$ cat config.mk
export PLATFORM = sky130hd
export DESIGN_NAME = biquad_sched
export DESIGN_NICKNAME = d
export VERILOG_FILES = /design/src/rtl/biquad_sched.sv
export SDC_FILE = /design/constraint.sdc
export NUM_CORES = 2
export LEC_CHECK = 0
export CAP_MARGIN = 20
export CORE_ASPECT_RATIO = 0.9
export CORE_MARGIN = 4
export CORE_UTILIZATION = 44
export DETAILED_ROUTE_END_ITERATION = 8
export PLACE_DENSITY_LB_ADDON = 0.25
export SLEW_MARGIN = 10
export SYNTH_ARGS = -nofsm -noshare
export SYNTH_HDL_FRONTEND = slang
export SYNTH_SLANG_ARGS = --single-unit
$ cat constraint.sdc
create_clock -name clk_48 -period 10.3 [get_ports clk_48]
set_input_delay 1.545 -clock clk_48 [delete_from_list [all_inputs] [get_ports clk_48]]
set_output_delay 1.545 -clock clk_48 [all_outputs]
set_load 0.02 [all_outputs]
$ cat src/rtl/biquad_sched.sv
// Time-shared biquad scheduler: L-HP, L-LP, R-HP, R-LP on one MAC, with double-buffered coefficients.
// Latency: fixed 24 clk_48 cycles from accepted sample_valid to out_valid.
// Backpressure: none; a strobe while busy is dropped and flagged on overrun. BIQUAD_SCHED_SAT_EN selects clamping over wrap.
module biquad_sched #(
    parameter int COEF_W    = 64,
    parameter int COEF_FRAC = 30,
    parameter int ACC_W     = 84
) (
    input  logic              clk_48,
    input  logic              reset_n,
    input  logic              sample_valid,
    input  logic [15:0]       left_in,
    input  logic [15:0]       right_in,
    input  logic              coef_wr_en,
    input  logic [3:0]        coef_addr,
    input  logic [COEF_W-1:0] coef_wdata,
    input  logic              coef_commit,
    output logic [15:0]       left_out,
    output logic [15:0]       right_out,
    output logic              out_valid,
    output logic              busy,
    output logic              overrun
);
    localparam int PROD_W = COEF_W + 16;

    localparam logic [1:0] S_IDLE = 2'd0;
    localparam logic [1:0] S_MAC  = 2'd1;
    localparam logic [1:0] S_WB   = 2'd2;

    logic [1:0] state;
    logic [2:0] tap;
    logic [1:0] stage;

    logic signed [15:0] left_lat, right_lat, mid_res, left_res;
    logic signed [15:0] x1_st [4];
    logic signed [15:0] x2_st [4];
    logic signed [15:0] y1_st [4];
    logic signed [15:0] y2_st [4];

    logic signed [COEF_W-1:0] coef_shadow [10];
    logic signed [COEF_W-1:0] coef_active [10];
    logic signed [COEF_W-1:0] shadow_nxt  [10];
    logic                     pending;
    logic                     apply_ok;
    logic                     do_copy;

    logic signed [ACC_W-1:0]  acc;
    logic signed [COEF_W-1:0] coef_sel;
    logic signed [15:0]       x0_cur;
    logic signed [15:0]       op_sel;
    logic signed [PROD_W-1:0] prod;
    logic signed [ACC_W-1:0]  prod_ext;
    logic signed [15:0]       y_res;

    assign busy = (state != S_IDLE);

    // A same-edge write must be visible to a same-edge copy, so the copy reads the next shadow value.
    always_comb begin
        for (int i = 0; i < 10; i++) begin
            shadow_nxt[i] = coef_shadow[i];
            if (coef_wr_en && coef_addr == 4'(i))
                shadow_nxt[i] = $signed(coef_wdata);
        end
    end

    assign apply_ok = (state == S_IDLE) || (state == S_WB && stage == 2'd3);
    assign do_copy  = apply_ok && (pending || coef_commit);

    always_ff @(posedge clk_48 or negedge reset_n) begin
        if (!reset_n) begin
            pending <= 1'b0;
            for (int i = 0; i < 10; i++) begin
                coef_shadow[i] <= '0;
                coef_active[i] <= '0;
            end
        end else begin
            for (int i = 0; i < 10; i++)
                coef_shadow[i] <= shadow_nxt[i];
            if (do_copy) begin
                for (int i = 0; i < 10; i++)
                    coef_active[i] <= shadow_nxt[i];
                pending <= 1'b0;
            end else if (coef_commit) begin
                pending <= 1'b1;
            end
        end
    end

    // HP stages take the latched input; LP stages take the HP result of the same channel.
    always_comb begin
        case (stage)
            2'd0:    x0_cur = left_lat;
            2'd2:    x0_cur = right_lat;
            default: x0_cur = mid_res;
        endcase
        case (tap)
            3'd0:    op_sel = x0_cur;
            3'd1:    op_sel = x1_st[stage];
            3'd2:    op_sel = x2_st[stage];
            3'd3:    op_sel = y1_st[stage];
            default: op_sel = y2_st[stage];
        endcase
        coef_sel = '0;
        for (int i = 0; i < 5; i++) begin
            if (tap == 3'(i))
                coef_sel = stage[0] ? coef_active[i+5] : coef_active[i];
        end
    end

    assign prod     = coef_sel * op_sel;
    assign prod_ext = {{(ACC_W-PROD_W){prod[PROD_W-1]}}, prod};

`ifdef BIQUAD_SCHED_SAT_EN
    localparam logic signed [ACC_W-1:0] SAT_MAX = ACC_W'(32767);
    localparam logic signed [ACC_W-1:0] SAT_MIN = ACC_W'(-32768);
    logic signed [ACC_W-1:0] acc_shr;

    assign acc_shr = acc >>> COEF_FRAC;

    always_comb begin
        if (acc_shr > SAT_MAX)
            y_res = 16'sh7fff;
        else if (acc_shr < SAT_MIN)
            y_res = 16'sh8000;
        else
            y_res = acc_shr[15:0];
    end
`else
    assign y_res = acc[COEF_FRAC +: 16];
`endif

    always_ff @(posedge clk_48 or negedge reset_n) begin
        if (!reset_n) begin
            state     <= S_IDLE;
            tap       <= '0;
            stage     <= '0;
            acc       <= '0;
            left_lat  <= '0;
            right_lat <= '0;
            mid_res   <= '0;
            left_res  <= '0;
            left_out  <= '0;
            right_out <= '0;
            out_valid <= 1'b0;
            overrun   <= 1'b0;
            for (int i = 0; i < 4; i++) begin
                x1_st[i] <= '0;
                x2_st[i] <= '0;
                y1_st[i] <= '0;
                y2_st[i] <= '0;
            end
        end else begin
            out_valid <= 1'b0;
            overrun   <= sample_valid && (state != S_IDLE);
            case (state)
                S_IDLE: begin
                    if (sample_valid) begin
                        left_lat  <= $signed(left_in);
                        right_lat <= $signed(right_in);
                        tap       <= '0;
                        stage     <= '0;
                        state     <= S_MAC;
                    end
                end
                S_MAC: begin
                    acc <= acc + prod_ext;
                    if (tap == 3'd4)
                        state <= S_WB;
                    else
                        tap <= tap + 3'd1;
                end
                S_WB: begin
                    acc           <= '0;
                    x2_st[stage]  <= x1_st[stage];
                    x1_st[stage]  <= x0_cur;
                    y2_st[stage]  <= y1_st[stage];
                    y1_st[stage]  <= y_res;
                    if (!stage[0])
                        mid_res <= y_res;
                    else if (stage == 2'd1)
                        left_res <= y_res;
                    tap <= '0;
                    if (stage == 2'd3) begin
                        left_out  <= left_res;
                        right_out <= y_res;
                        out_valid <= 1'b1;
                        state     <= S_IDLE;
                    end else begin
                        stage <= stage + 2'd1;
                        state <= S_MAC;
                    end
                end
                default: state <= S_IDLE;
            endcase
        end
    end
endmodule

==> results.json <==
{
  "num-fill-cells": 15100,
  "antenna_found_initial": 9,
  "synthArstFlopShare_pct": 100,
  "fin_worst_skew_ns": 0.0342,
  "crit_start": "tap[0]$_DFFE_PN0P_",
  "dpl.hpwl_mm": 124,
  "fin_worst_hold_slack_ns": 0.468,
  "highest_layer": "met5",
  "cts_buffers": 139,
  "worst_setup_path_start_kind": "register",
  "synth_most_common_cell": "dfrtp_1",
  "insertion_delay_ns": 0.78,
  "track_usage_pct": 21.7,
  "setup_viol": 0,
  "wl_met2_mm": 88.9,
  "crit_path_max_incr_delay_ns": 0.86,
  "finalHoldViolCount": 0,
  "final_nets": 7011,
  "syn_area_per_cell_sq_um": 12.1,
  "critical_path_class": "reg2reg",
  "rows": 143,
  "crit_required_ns": 10.95,
  "syn2layout_area_growth_pct": 11.4,
  "grt_max_degree": 190,
  "wl_met1_mm": 87.1,
  "fmax_mhz": 102,
  "drt_iter0_markers": 3453,
  "drt.antenna.violating_nets": 0,
  "max_cap_violations": 0,
  "synth_top_area_share_pct": 43.8,
  "ys_types": 81,
  "period_share_pct": 94.9,
  "rr_startpoint": "tap[0]$_DFFE_PN0P_",
  "cpMaxStageDelayCell": "or3b_2",
  "vias": 46800,
  "hp-class": "reg2reg",
  "vias_per_cell": 5.45,
  "io_buffers": 121,
  "grt_pass1_vias": 49200,
  "cts_sinks": 1312,
  "hold_depth": 2,
  "core-area_sq_mm": 0.169,
  "dieHeight_microns": 400,
  "firstDrtPassIters": 7,
  "clk_pin_slew_ns": 0.07,
  "r2r_setup_slack_ns": 0.53,
  "min-delay-start": "left_res[1]$_DFFE_PN0P_",
  "worst_r2r_path_depth": 30,
  "die_x_microns": 443,
  "maxSlewHeadroom_pct": 25.3,
  "grt_overflow": 0,
  "syn-num-nets": 6987,
  "synthCells": 6200,
  "synth-seq-cells": 1312,
  "drive_above_1_share_pct": 25.5,
  "rsz0062_at_grt": "no",
  "synth_edf_count": 0,
  "wire_per_inst_microns": 22.2,
  "cts_root_buffer": "clkbuf_16",
  "cpMostUsedCell": "fa_1",
  "htreeDepth": 4,
  "cts_tree": "yes",
  "endpoint_kind": "register",
  "clk_path_buf_depth": 3,
  "fin_setup_tns_ns": 0,
  "synth_area_leader_cell": "dfrtp_1",
  "num_io_pins": 140,
  "start_util_pct": 44.3,
  "worst_slew_pin_slew_ns": 1.12,
  "r2r_end": "acc[44]$_DFFE_PN0P_",
  "cp.arrival_ns": 10.43,
  "timing.final.crit_period_ns": 9.77,
  "ys_seq_area_share_pct": 43.8,
  "synthFlopType": "dfrtp_1",
  "synth_top_cells_by_area": "dfrtp_1 (44%), mux2_2 (17%), fa_1 (15%), inv_1 (3.2%), nand2_1 (3.2%)",
  "yosysWarningCount": 0,
  "drc": 0,
  "routed_wl_mm": 190,
  "ys_top_cells_by_count": "dfrtp_1 (1312), mux2_2 (1125), inv_1 (648)",
  "synthesis.area_sq_mm": 0.0750,
  "status": "finished, final reports clean",
  "cts_setup_buffers": 0,
  "die_area_sq_mm": 0.177,
  "cp_max_fo": 14,
  "hold-path-endpoint": "left_out[1]$_DFFE_PN0P_",
  "gp_congestion": 0.898,
  "drv_slew": 0,
  "grt_pass1_wl_mm": 299,
  "wl_met3_mm": 9.93
}
-- per-stage QoR --
step / setup slack, ns / area, sq um / cells / util [%]
3_3_place_gp: 0.730 / 78900 / 8328 / 46.6
2_1_floorplan: 1.20 / 75000 / 6200 / -
6_report: 0.526 / 83600 / 8581 / 49.4
5_1_grt: 0.118 / 83600 / 8578 / 49.4
3_5_place_dp: 0.780 / 78900 / 8328 / 46.6
4_1_cts: 0.684 / 83500 / 8574 / 49.3
-- worst max-delay path by stage --
stage | endpoint | slack (ns)
after global routing | acc[44]$_DFFE_PN0P_ | 0.12
after CTS | acc[44]$_DFFE_PN0P_ | 0.68
after global placement | acc[44]$_DFFE_PN0P_ | 0.73
final | acc[44]$_DFFE_PN0P_ | 0.53
after detailed placement | acc[44]$_DFFE_PN0P_ | 0.78
after floorplan | acc[44]$_DFFE_PN0P_ | 1.20
-- worst max-delay path: cells and delay by family, from the launching register on --
family	cells	cell delay, ns
AOI/OAI and AO/OA	12	3.38
xor gates and xnor gates	1	0.12
adders and majority gates	8	3.94
buffers and inverters	5	0.53
DFF	1	0.43
and+or+nand+nor	4	1.23
-- cell families (layout without fill, tap and decap cells) --
| kind of cell | after synthesis | in the layout | share of synthesized area, % |
|---|---|---|---|
| AO/OA/AOI/OAI | 548 | 548 | 4.91 |
| XOR/XNOR | 59 | 59 | 0.790 |
| adder cells (fa/ha/maj) | 682 | 682 | 16.8 |
| flip-flops | 1312 | 1312 | 43.8 |
| AND/OR/NAND/NOR | 1127 | 1128 | 6.26 |
| buffers and inverters | 1052 | 1180 | 5.67 |
| other | 0 | 5 | 0 |
| multiplexers | 1420 | 1420 | 21.8 |
-- metal layers --
layer,up-vias,global-route usage (%)
met5,-,0
met4,2,5.54
met3,236,3.63
met2,1123,34.9
met1,24900,30.9
li1,20500,-
-- sequential cells by signal, summed over array words and instances, names as in the netlist --
register	count
coef_shadow	460
tap	3
y2_st	64
x1_st	64
out_valid	1
pending	1
right_out	16
right_lat	16
left_res	16
mid_res	16
overrun	1
state	2
left_out	16
stage	2
acc	46
coef_active	460
left_lat	16
x2_st	64
y1_st	48
-- what timing repair did --
action / CTS / global route
gates resized for setup: 0 / 2
endpoints found under the setup margin: 0 / 1
hold buffers: 0 / 0
-- final cells by class --
cell class	instances	area (sq um)	share of cell area, %
Multi-Input combinational cell	3837	38200	45.7
Sequential cell	1312	32800	39.3
Clock buffer	215	4170	4.99
Tap cell	2247	2810	3.36
Timing Repair Buffer	285	2680	3.21
Inverter	649	2440	2.92
Clock inverter	31	425	0.509
Antenna cell	5	12.5	0.0150
-- layout by cell type (no fill, tap or decap), drive strengths merged, types with 15 or more instances in the layout --
cell type      count
mux2            1125
o21ai            149
nor2b             43
a21oi            127
a22o              47
mux4              58
and2              52
nand2            646
inv              654
nand2b            35
o22ai             18
fa               544
clkdlybuf4s50    120
nor2             288
a21o              18
dfrtp           1312
buf              165
mux2i            237
xnor2             41
clkbuf           215
nor3              15
clkinv            19
ha               138
o21a              33
o221ai            48
Power is not shown: default switching activity piles up to over one toggle a cycle in this logic, so the estimate is an artifact.
